<file path="src/rtl/dot8_compute_engine.sv">
// Compute-side responder: fetches A and B vectors from the operand memory read port,
// accumulates their unsigned dot product and returns a clamped/truncated result.
module dot8_compute_engine #(
   parameter int unsigned DATA_W   = 8,
   parameter int unsigned N_ELEM   = 8,
   parameter int unsigned ADDR_W   = 4,
   parameter int unsigned B_BASE   = 8,
   parameter int unsigned SATURATE = 1
) (
   input  logic              clk,
   input  logic              rst_n,
   input  logic              mode_compute,
   input  logic              comp_start,
   output logic              mem_rd_en,
   output logic [ADDR_W-1:0] mem_rd_addr,
   input  logic [DATA_W-1:0] mem_rd_data,
   output logic              busy,
   output logic              comp_done,
   output logic [DATA_W-1:0] comp_result,
   output logic              comp_ovf
);

   localparam int unsigned IDX_W = (N_ELEM > 1) ? $clog2(N_ELEM) : 1;
   localparam int unsigned ACC_W = 2 * DATA_W + $clog2(N_ELEM);
   localparam logic [IDX_W-1:0]  LastIdx = IDX_W'(N_ELEM - 1);
   localparam logic [ADDR_W-1:0] BBase   = ADDR_W'(B_BASE);
   localparam logic [ACC_W-1:0]  DataMax = ACC_W'((64'd1 << DATA_W) - 64'd1);

   typedef enum logic [2:0] {StIdle, StFetchA, StFetchB, StMac, StDone} state_e;

   state_e              state_q, state_d;
   logic [IDX_W-1:0]    idx_q, idx_d;
   logic [ACC_W-1:0]    acc_q, acc_d;
   logic [DATA_W-1:0]   a_q, a_d;
   logic [DATA_W-1:0]   res_q, res_d;
   logic                ovf_q, ovf_d;
   logic [2*DATA_W-1:0] prod;
   logic [ACC_W-1:0]    acc_sum;
   logic                sum_ovf;

   // Accumulator is wide enough for N_ELEM full-scale products, so it never wraps.
   assign prod    = (2*DATA_W)'(a_q) * (2*DATA_W)'(mem_rd_data);
   assign acc_sum = acc_q + ACC_W'(prod);
   assign sum_ovf = (acc_sum > DataMax);

   always_comb begin
      state_d     = state_q;
      idx_d       = idx_q;
      acc_d       = acc_q;
      a_d         = a_q;
      res_d       = res_q;
      ovf_d       = ovf_q;
      mem_rd_en   = 1'b0;
      mem_rd_addr = '0;
      comp_done   = 1'b0;
      busy        = 1'b1;
      unique case (state_q)
         StIdle: begin
            busy = 1'b0;
            if (comp_start && mode_compute) begin
               state_d = StFetchA;
               idx_d   = '0;
               acc_d   = '0;
               a_d     = '0;
            end
         end
         StFetchA: begin
            mem_rd_en   = 1'b1;
            mem_rd_addr = ADDR_W'(idx_q);
            state_d     = StFetchB;
         end
         StFetchB: begin
            mem_rd_en   = 1'b1;
            mem_rd_addr = BBase + ADDR_W'(idx_q);
            a_d         = mem_rd_data;
            state_d     = StMac;
         end
         StMac: begin
            acc_d = acc_sum;
            if (idx_q == LastIdx) begin
               state_d = StDone;
               ovf_d   = sum_ovf;
               res_d   = (SATURATE != 0 && sum_ovf) ? '1 : acc_sum[DATA_W-1:0];
            end else begin
               idx_d   = idx_q + IDX_W'(1);
               state_d = StFetchA;
            end
         end
         StDone: begin
            comp_done = 1'b1;
            state_d   = StIdle;
         end
         default: state_d = StIdle;
      endcase
      // Losing the compute qualifier mid-operation abandons it without touching the result.
      if (!mode_compute && (state_q == StFetchA || state_q == StFetchB || state_q == StMac)) begin
         state_d = StIdle;
         acc_d   = '0;
         idx_d   = idx_q;
         a_d     = a_q;
         res_d   = res_q;
         ovf_d   = ovf_q;
      end
   end

   always_ff @(posedge clk) begin
      if (!rst_n) begin
         state_q <= StIdle;
         idx_q   <= '0;
         acc_q   <= '0;
         a_q     <= '0;
         res_q   <= '0;
         ovf_q   <= 1'b0;
      end else begin
         state_q <= state_d;
         idx_q   <= idx_d;
         acc_q   <= acc_d;
         a_q     <= a_d;
         res_q   <= res_d;
         ovf_q   <= ovf_d;
      end
   end

   assign comp_result = res_q;
   assign comp_ovf    = ovf_q;

endmodule

</file>
<file path="config.mk">
export PLATFORM = sky130hd
export DESIGN_NAME = dot8_compute_engine
export DESIGN_NICKNAME = d
export VERILOG_FILES = /design/src/rtl/dot8_compute_engine.sv
export SDC_FILE = /design/constraint.sdc
export NUM_CORES = 1
export LEC_CHECK = 0
export CAP_MARGIN = 15
export CORE_MARGIN = 5
export CORE_UTILIZATION = 55
export DETAILED_ROUTE_END_ITERATION = 7
export GPL_TIMING_DRIVEN = 0
export HOLD_SLACK_MARGIN = 0.03
export PLACE_DENSITY = 0.81
export SLEW_MARGIN = 20
export SYNTH_ARGS = -nofsm -noshare
export SYNTH_HDL_FRONTEND = slang
export SYNTH_SLANG_ARGS = --single-unit
</file>
<file path="constraint.sdc">
create_clock -name clk -period 5.4 [get_ports clk]
set_clock_uncertainty 0.05 [all_clocks]
set_input_delay 1.08 -clock clk [delete_from_list [all_inputs] [get_ports clk]]
set_output_delay 1.08 -clock clk [all_outputs]
set_load 0.005 [all_outputs]
</file>
==> key figures <==
Worst setup path
  • CP max stage delay: 0.55 ns
  • Crit path arrival time: 5.70 ns
  • Worst setup EP type: flip-flop
  • Crit path kind: in2reg
  • Worst EP required: 5.55 ns
  • Highest net fanout along the worst path: 7
  • Startpoint Class: input pin
  • Buffer and inverter count on the worst path: 5
  • Slowest CP cell: fa_1
  • CP delay by family, top: adder cells
  • Cell Chain, Critical Path: clkbuf_16 > nand2_4 > fa_1 > inv_1 > fa_1 > fa_1 > inv_2 > fa_1 > inv_2 > ha_4 > a21o_1 > a221oi_2 > xor2_1 > o2111ai_1 > or4_4 > nor4_4 > buf_4 > a21oi_2
  • CP most frequent cell: fa_1

Run status
  • Status: complete, but fails checks
  • Failing checks: setup timing

Power
  • Share of power burned in registers: 38.6%
  • PD cells: 154 nW/µm²
  • Leak Pwr: 2.51 nW
  • Sw Pwr: 0.312 mW
  • Net Sw Frac: 36.8%
  • Peak supply drop: 0.116 mV
  • Tot Pwr: 0.847 mW
  • Int Power: 0.535 mW
  • Clock share of power: 24.6%
  • Combinational group share of total power: 36.8%

Cells and area
  • Final core utilization: 67.2%
  • Final nets: 703
  • Multi-input logic area: 3520 µm²
  • Most frequent cells in the layout: inv_1 (105), fa_1 (48), dfxtp_1 (42)
  • Area delta synth->final: 19.1%
  • Most common cell after layout, fill and taps aside: inv_1
  • Fraction of layout cells with a size suffix above 1: 13.7%
  • Number of fill cells in the layout: 672
  • N_diodes: 0
  • Non-filler cells, final: 704
  • Reg area: 841 µm²

Clock tree
  • Root Driver: clkbuf_8
  • CTS Buf Count: 5
  • Clk buf depth: 2
  • Worst-Skew Late Latency: 0.30 ns
  • CTS clk-pin slew, worst paths: 0.09 ns
  • H-Tree Depth: 2
  • CTS tree: built
  • CTS sink count: 42

Timing
  • Final Cycle Share: 103%
  • Setup TNS: -1.29 ns
  • FMAX: 180 MHz
  • Endpoints failing setup: 9
  • Tmin final: 5.55 ns
  • Final worst slack: -0.154 ns
  • Final Max Slew Viols: 0
  • Worst slew pin tran: 0.866 ns
  • Slew headroom: 42.0%
  • Final hold viol count: 0
  • RSZ-0062 raised after global routing: true

GRT
  • Largest net degree at the start of global routing: 14
  • First-pass GRT wire length: 19800 µm
  • Initial antenna violation count: 0
  • Total global routing track utilization: 23.7%
  • Grt total ovfl: 0
  • Via count of the first global-routing pass: 4261

Logic synthesis
  • Main synth FF type: dfxtp_1
  • Register area share after synthesis: 18.2%
  • Average size of a mapped cell: 8.31 µm²
  • Register bit total from synthesis: 42
  • Syn Nets: 660
  • Post-synth EDFFs: 0
  • Distinct cells, synth: 59
  • Synthesis Warnings: 0
  • Cell count after synthesis: 555
  • Ys async rst share: 0%
  • Synth Cell Area: 4610 µm²

Placed design
  • Post-Place Cells: 685
  • HPWL Detailed: 8730 µm
  • Global placer's final weighted congestion: 0.989
  • Count of input and output buffers: 25
  • Place WS: -1.49 ns

Floorplan
  • Die Y: 102 µm
  • Core Area: 8180 µm²
  • Die Area: 10300 µm²
  • Row count: 33
  • Ports: 28
  • Initial Utilization: 56.4%
  • Die width: 102 µm

Route
  • DRC: 0
  • Vias: 4023
  • Total Wirelength: 11800 µm
  • DRT iter0 DRCs: 329
  • DR WL/cell: 16.8 µm
  • Drt pass-1 iters: 5
  • Antenna-violating nets left: 0
  • Via density: 5.71

Job
  • Max Cap Viol: 0

Hold path
  • Hold Crit Class: reg2reg
[kinds of logic after synthesis]
| kind of cell | Yosys count | share of synthesized area (%) |
|---|---|---|
| AND/OR/NAND/NOR | 176 | 20.8 |
| XOR/XNOR | 9 | 1.71 |
| flip-flops | 42 | 18.2 |
| AO/OA/AOI/OAI | 102 | 14.8 |
| adder cells (fa/ha/maj) | 93 | 33.4 |
| buffers and inverters | 132 | 10.8 |
| multiplexers | 1 | 0.244 |
[power groups by stage]
stage / Combinational [mW] / Sequential (mW) / Clock (mW)
2_1_floorplan: 0.186 / 0.330 / 0
5_1_grt: 0.343 / 0.328 / 0.223
6_report: 0.312 / 0.327 / 0.208
4_1_cts: 0.299 / 0.327 / 0.210
3_3_place_gp: 0.265 / 0.333 / 0
3_5_place_dp: 0.271 / 0.334 / 0
[state kept, by name, summed over array words and instances (netlist names)]
signal and cells:
a_q 8, acc_q 19, comp_ovf 1, comp_result 8
idx_q 3, state_q 3
[per-stage QoR]
stage | cell area, µm² | hold slack (ns)
6_report | 5490 | 0.443
3_5_place_dp | 5070 | 0.426
4_1_cts | 5420 | 0.446
5_1_grt | 5490 | 0.476
2_1_floorplan | 4690 | 0.407
3_3_place_gp | 5070 | 0.420
[metal layers]
layer | routed length, µm | vias up | share of wire (%) | GRT usage (%)
met2 | 5860 | 132 | 50 | 41.4
met1 | 5160 | 1963 | 44 | 31.0
met5 | 0 | - | 0 | 0
li1 | - | 1905 | - | -
met3 | 545 | 23 | 4.6 | 2.82
met4 | 229 | 0 | 1.9 | 6.65
[layout make-up]
| type | count | area share, % |
|---|---|---|
| clock buffer | 6 | 1.32 |
| buffer | 22 | 2.71 |
| tap | 105 | 2.39 |
| multi-input combinational | 381 | 64.0 |
| clock inverter | 2 | 0.251 |
| sequential | 42 | 15.3 |
| timing repair buffer | 38 | 6.61 |
| inverter | 108 | 7.38 |
[worst paths after layout]
| path | slack (ns) | depth (start not counted) | to | startpoint |
|---|---|---|---|---|
| worst max register to register | 0.03 | 18 | comp_result[3] | a_q[6] |
| worst min register to register | 0.44 | 2 | acc_q[14] | acc_q[14] |
| worst min-delay path | 0.44 | 2 | acc_q[14] | acc_q[14] |
| worst max-delay path | -0.15 | 18 | comp_result[3] | mem_rd_data[0] |
[synth_stat cells, types with 4 or more instances]
| cell type | count | area, µm² |
|---|---|---|
| a21boi_0 | 10 | 75.1 |
| nor4bb_1 | 5 | 50.1 |
| xor2_1 | 5 | 43.8 |
| nand4_1 | 9 | 56.3 |
| nor2b_1 | 4 | 25.0 |
| dfxtp_1 | 42 | 841 |
| inv_1 | 108 | 405 |
| a21o_1 | 5 | 37.5 |
| nor3b_1 | 4 | 30.0 |
| and3_1 | 6 | 37.5 |
| nand3_1 | 11 | 55.1 |
| o21ai_0 | 12 | 60.1 |
| nand2_1 | 44 | 165 |
| xnor2_1 | 4 | 35.0 |
| fa_1 | 50 | 1000 |
| nor3_1 | 7 | 35.0 |
| a22oi_1 | 15 | 113 |
| nor2_1 | 30 | 113 |
| clkbuf_1 | 19 | 71.3 |
| a21oi_1 | 34 | 170 |
| ha_1 | 43 | 538 |
| and2_1 | 40 | 250 |
[repair_timing]
item	CTS	global route
hold buffers	0	0
buffers inserted	11	1
endpoints found under the setup margin	19	11
gates resized for setup	82	14
pin swaps	28	4
cloned	1	0
[worst min-delay path: stages (launching register included)]
cell and delay, ns:
dfxtp_1 0.33, a21oi_1 0.06, nor2_1 0.07
(Power assumes the default switching activity.)
